<file path="config.mk">
export PLATFORM = sky130hd
export DESIGN_NAME = mmio_slot_arbiter
export DESIGN_NICKNAME = d
export VERILOG_FILES = /design/src/rtl/mmio_slot_arbiter.sv
export SDC_FILE = /design/constraint.sdc
export NUM_CORES = 1
export LEC_CHECK = 0
export ABC_AREA = 1
export BUFFER_PORTS_ARGS = -buffer_cell sky130_fd_sc_hd__buf_2
export CORE_UTILIZATION = 49
export CTS_BUF_LIST = sky130_fd_sc_hd__clkbuf_4 sky130_fd_sc_hd__clkbuf_8
export DETAILED_ROUTE_END_ITERATION = 10
export MAX_ROUTING_LAYER = met4
export PLACE_DENSITY = 0.85
export SLEW_MARGIN = 5
export SYNTH_ARGS = -nofsm -noshare
export SYNTH_HDL_FRONTEND = slang
export SYNTH_SLANG_ARGS = --single-unit
</file>
<file path="constraint.sdc">
create_clock -name clk_i -period 2.7 [get_ports clk_i]
set_input_delay 0.135 -clock clk_i [delete_from_list [all_inputs] [get_ports clk_i]]
set_output_delay 0.135 -clock clk_i [all_outputs]
set_load 0.005 [all_outputs]
</file>
<file path="src/rtl/mmio_slot_arbiter.sv">
// Purpose: round-robin share of one MMIO slot among NUM_REQ requesters, one single-cycle strobe per transaction.
// Latency: grant edge -> slot strobe the next cycle -> one-hot response the cycle after (1 transaction / 3 cycles).
// Backpressure: requesters hold req_* until their req_ready pulse; req_valid is only sampled while IDLE.
module mmio_slot_arbiter #(
  parameter int NUM_REQ = 2,
  parameter int ADDR_W  = 5,
  parameter int DATA_W  = 32
) (
  input  logic                      clk_i,
  input  logic                      rst_ni,
  input  logic [NUM_REQ-1:0]        req_valid_i,
  input  logic [NUM_REQ-1:0]        req_write_i,
  input  logic [NUM_REQ*ADDR_W-1:0] req_addr_i,
  input  logic [NUM_REQ*DATA_W-1:0] req_wdata_i,
  output logic [NUM_REQ-1:0]        req_ready_o,
  output logic [NUM_REQ-1:0]        rsp_valid_o,
  output logic [DATA_W-1:0]         rsp_rdata_o,
  output logic [ADDR_W-1:0]         address_o,
  output logic [DATA_W-1:0]         wr_data_o,
  output logic                      read_o,
  output logic                      write_o,
  output logic                      cs_o,
  input  logic [DATA_W-1:0]         rd_data_i
);

  localparam int IDX_W = (NUM_REQ > 1) ? $clog2(NUM_REQ) : 1;

  typedef enum logic [1:0] {
    IDLE  = 2'd0,
    ISSUE = 2'd1,
    RESP  = 2'd2
  } state_e;

  state_e             state_q, state_d;
  logic [IDX_W-1:0]   rr_ptr_q, rr_ptr_d;
  logic [IDX_W-1:0]   gnt_q, gnt_d;

  // Every output is a flop; *_d is what the flop takes at the next edge.
  logic [NUM_REQ-1:0] req_ready_q, req_ready_d;
  logic [NUM_REQ-1:0] rsp_valid_q, rsp_valid_d;
  logic [DATA_W-1:0]  rsp_rdata_q, rsp_rdata_d;
  logic [ADDR_W-1:0]  address_q, address_d;
  logic [DATA_W-1:0]  wr_data_q, wr_data_d;
  logic               read_q, read_d;
  logic               write_q, write_d;
  logic               cs_q, cs_d;

  logic               grant_vld;
  logic [IDX_W-1:0]   grant_idx;

  // Round-robin search: first valid requester at or above rr_ptr_q, wrapping around.
  always_comb begin
    logic [IDX_W-1:0] cand_idx;
    grant_vld = 1'b0;
    grant_idx = '0;
    cand_idx  = '0;
    for (int k = 0; k < NUM_REQ; k++) begin
      cand_idx = IDX_W'((int'(rr_ptr_q) + k) % NUM_REQ);
      if (!grant_vld && req_valid_i[cand_idx]) begin
        grant_vld = 1'b1;
        grant_idx = cand_idx;
      end
    end
  end

  // Next-state and registered-output decode; outputs default to 0 outside their phase.
  always_comb begin
    state_d     = state_q;
    rr_ptr_d    = rr_ptr_q;
    gnt_d       = gnt_q;
    req_ready_d = '0;
    rsp_valid_d = '0;
    rsp_rdata_d = '0;
    address_d   = '0;
    wr_data_d   = '0;
    read_d      = 1'b0;
    write_d     = 1'b0;
    cs_d        = 1'b0;
    case (state_q)
      IDLE: begin
        if (grant_vld) begin
          state_d     = ISSUE;
          gnt_d       = grant_idx;
          req_ready_d = NUM_REQ'(1) << grant_idx;
          cs_d        = 1'b1;
          write_d     = req_write_i[grant_idx];
          read_d      = ~req_write_i[grant_idx];
          address_d   = req_addr_i[int'(grant_idx)*ADDR_W +: ADDR_W];
          wr_data_d   = req_write_i[grant_idx] ? req_wdata_i[int'(grant_idx)*DATA_W +: DATA_W]
                                               : '0;
        end
      end
      ISSUE: begin
        // rd_data is combinational from the slot during the strobe; capture it now.
        state_d     = RESP;
        rsp_valid_d = NUM_REQ'(1) << gnt_q;
        rsp_rdata_d = write_q ? '0 : rd_data_i;
      end
      RESP: begin
        // No grant here: req_valid is ignored until back in IDLE.
        state_d  = IDLE;
        rr_ptr_d = (gnt_q == IDX_W'(NUM_REQ-1)) ? '0 : gnt_q + 1'b1;
      end
      default: begin
        state_d = IDLE;
      end
    endcase
  end

  // State and output registers; async reset aborts any transaction in flight.
  always_ff @(posedge clk_i or negedge rst_ni) begin
    if (!rst_ni) begin
      state_q     <= IDLE;
      rr_ptr_q    <= '0;
      gnt_q       <= '0;
      req_ready_q <= '0;
      rsp_valid_q <= '0;
      rsp_rdata_q <= '0;
      address_q   <= '0;
      wr_data_q   <= '0;
      read_q      <= 1'b0;
      write_q     <= 1'b0;
      cs_q        <= 1'b0;
    end else begin
      state_q     <= state_d;
      rr_ptr_q    <= rr_ptr_d;
      gnt_q       <= gnt_d;
      req_ready_q <= req_ready_d;
      rsp_valid_q <= rsp_valid_d;
      rsp_rdata_q <= rsp_rdata_d;
      address_q   <= address_d;
      wr_data_q   <= wr_data_d;
      read_q      <= read_d;
      write_q     <= write_d;
      cs_q        <= cs_d;
    end
  end

  assign req_ready_o = req_ready_q;
  assign rsp_valid_o = rsp_valid_q;
  assign rsp_rdata_o = rsp_rdata_q;
  assign address_o   = address_q;
  assign wr_data_o   = wr_data_q;
  assign read_o      = read_q;
  assign write_o     = write_q;
  assign cs_o        = cs_q;

endmodule

</file>
==> metrics <==
status finished clean; first-pass GRT wire length 12400 um; Hold WC Path Type input pin to flop; maximum operating frequency ~0.47 GHz; Worst Path Arrival 2400 ps; Fin Clk Skew between 15 and 20 ps; Yosys top cell area share roughly three fifths; final WL between 7000 and 8000 um; PwrDens between 800 and 900 nW/um^2; antenna diode count 0; #FFs+latches synth 80; Switching Fraction roughly 32%; placed instance count just over 600; Tcrit/Tclk final 78.4%; internal power roughly 2.5 mW; CP max stage delay ~540 ps; fin crit period about 2100 ps; WS Path Type flop to flop; Ys Warns 0; CP cell instances inv_1, nand2_2, nand2_2, nor2_1, nand2_1, nand2_1, dlygate4sd3_1; clk buf depth 2; initial antenna violation count 0; data required time at the worst endpoint between 2000 and 3000 ps; Post-synth EDFFs 0; Post-Syn Nets 477; DR vias/cell between 4 and 5; Cell Count, Final, Fillers Out ~640; layout cells sized above 1 ~41%; Final Total Pwr ~3.7 mW; later-pin clock latency in the skew report ~340 ps; Comb pwr share around 30%; register area share after synthesis about 62%; Leakage about 2.9 nW; max-slew violations 0; Crit. End Element flop; measured slew at the worst slew-check pin roughly 960 ps; cell row count 29; core area roughly 6400 um^2; setup TNS 0 ps; vias in the first global route 2803; Slew headroom between 30% and 40%; sequential share of power between 40% and 50%; io pins between 150 and 200; Die Span X ~83 um; Initial Util between 50% and 60%; CP max stage cell dlygate4sd3_1; Post-CTS Resized 0; syn_area_per_cell slightly below 9 um^2; max_cap viols 0; die height approximately 83 um; asr flop ratio synth 100%; Vias 2959; clock sink count 80; H-tree Lvls 3; grt ovf 0; GP Congestion between 0.8 and 0.9; cell taking the most area after synthesis dfrtp_1; Reg clk slew, reported paths ~90 ps; count of cell types in the netlist 16; clock buffer count from CTS 9; Cells after Synth between 300 and 400; largest net degree at the start of global routing between 80 and 90; Mapped Area ~3200 um^2; worst-path fanout max 35; Worst setup SP type flop; Net Switching between 1 and 1.5 mW; Most used DFF post-synth dfrtp_1; Area Overhead vs Synth 40.3%; hpwl dp around 5200 um; CTS tree done; Final ANT Viol Nets 0; cells taking the most area after synthesis dfrtp_1 62%, nand2_1 13%, nor2_1 5.6%, nand3_1 5.1%, inv_1 4.7%; Post-synth top cells 114 x nand2_1, 80 x dfrtp_1, 48 x nor2_1, 41 x inv_1, 33 x nand3_1; die area 6950 um^2; TritonRoute pass-1 iters 4; top-count cell post-synth nand2_1; Starting DRT DRC Count between 100 and 150; drt wl/cell around 12 um; NumNets Final about 670; Overall Global Routing Usage a little under a quarter; Port Buffers roughly 190; post-CTS setup buffers 0; clock power share 25.9%; RSZ-0062 raised after global routing no; maximum vdd drop roughly 0.00054 V; Hold Vio Cnt, Final 0; root buffer cell clkbuf_8; DRC errors left 0; Setup violations, final 0
[timing repair]
action	4_1_cts	5_1_grt
endpoints found under the hold margin	91	0
hold buffers	14	0
setup endpoints to repair	0	0
[cell type report]
type                       count  area, um^2
inverter                      41         154
sequential                    80        2000
timing repair buffer         204        1100
clock buffer                  11         139
multi-input combinational    225         978
fill                         487        1830
tap                           77        96.3
clock inverter                 5        81.3
[power groups by stage]
stage                     Clock, mW  Combinational, mW  Sequential [mW]
after floorplan                   0              0.596             1.65
after CTS                     0.968               1.10             1.63
after global routing           1.03               1.23             1.66
after global placement            0               1.04             1.64
after detailed placement          0               1.07             1.65
final                         0.947               1.09             1.63
[kinds of logic (layout without fill, tap and decap cells)]
| family | after synthesis | in the layout | synth area share (%) |
|---|---|---|---|
| flip-flops | 80 | 80 | 61.7 |
| buffers and inverters | 60 | 261 | 8.14 |
| AO/OA/AOI/OAI | 4 | 4 | 0.810 |
| AND/OR/NAND/NOR | 221 | 221 | 29.3 |
[through the flow]
stage	utilization (%)	setup WS, ps	instance area [um^2]	hold WS, ps
2_1_floorplan	-	1580	3240	-161
3_3_place_gp	65.6	998	4190	332
3_5_place_dp	65.6	911	4190	339
4_1_cts	71.3	619	4550	0.624
5_1_grt	71.3	416	4550	0.994
6_report	71.3	583	4550	13.0
[critical path: cells and delay by family, from the launching register on]
| family | cells | cell delay, ps |
|---|---|---|
| buffers and inverters | 2 | 590 |
| AND/OR/NAND/NOR | 5 | 1120 |
| flip-flops | 1 | 350 |
[final timing paths]
kind	start	endpoint	slack, ps	depth (start not counted)
worst max-delay path	rr_ptr_q	address_o[2]	580	7
worst min-delay path	rd_data_i[7]	rsp_rdata_o[7]	10	3
worst max register to register	rr_ptr_q	address_o[2]	580	7
worst min register to register	gnt_q	rsp_valid_o[0]	480	1
max in group asynchronous	rst_ni	rsp_rdata_o[18]	1590	2
min in group asynchronous	rst_ni	rsp_rdata_o[9]	480	2
[state kept, by name, indices dropped and copies added (netlist names)]
| name | count |
|---|---|
| cs_o | 1 |
| read_o | 1 |
| rsp_valid_o | 2 |
| state_q | 2 |
| address_o | 5 |
| write_o | 1 |
| rr_ptr_q | 1 |
| req_ready_o | 2 |
| gnt_q | 1 |
| wr_data_o | 32 |
| rsp_rdata_o | 32 |
[placed cells by master, fill, tap and decap left out, types with 2 or more instances in the layout]
cell / n
buf_2: 186
nand2_1: 114
dfrtp_1: 80
nor2_1: 48
inv_1: 41
nand3_1: 33
nor2_2: 22
dlygate4sd3_1: 14
clkbuf_8: 9
buf_4: 4
nand2_2: 2
clkbuf_4: 2
bufinv_16: 2
[metal layers]
layer	GRT usage [%]	up-vias	routed length [um]
met1	28.2	1305	3080
li1	-	1472	-
met5	-	-	0
met2	37.7	162	3670
met3	4.77	20	546
met4	11.9	0	234
Power figures use the tool's default switching activity.
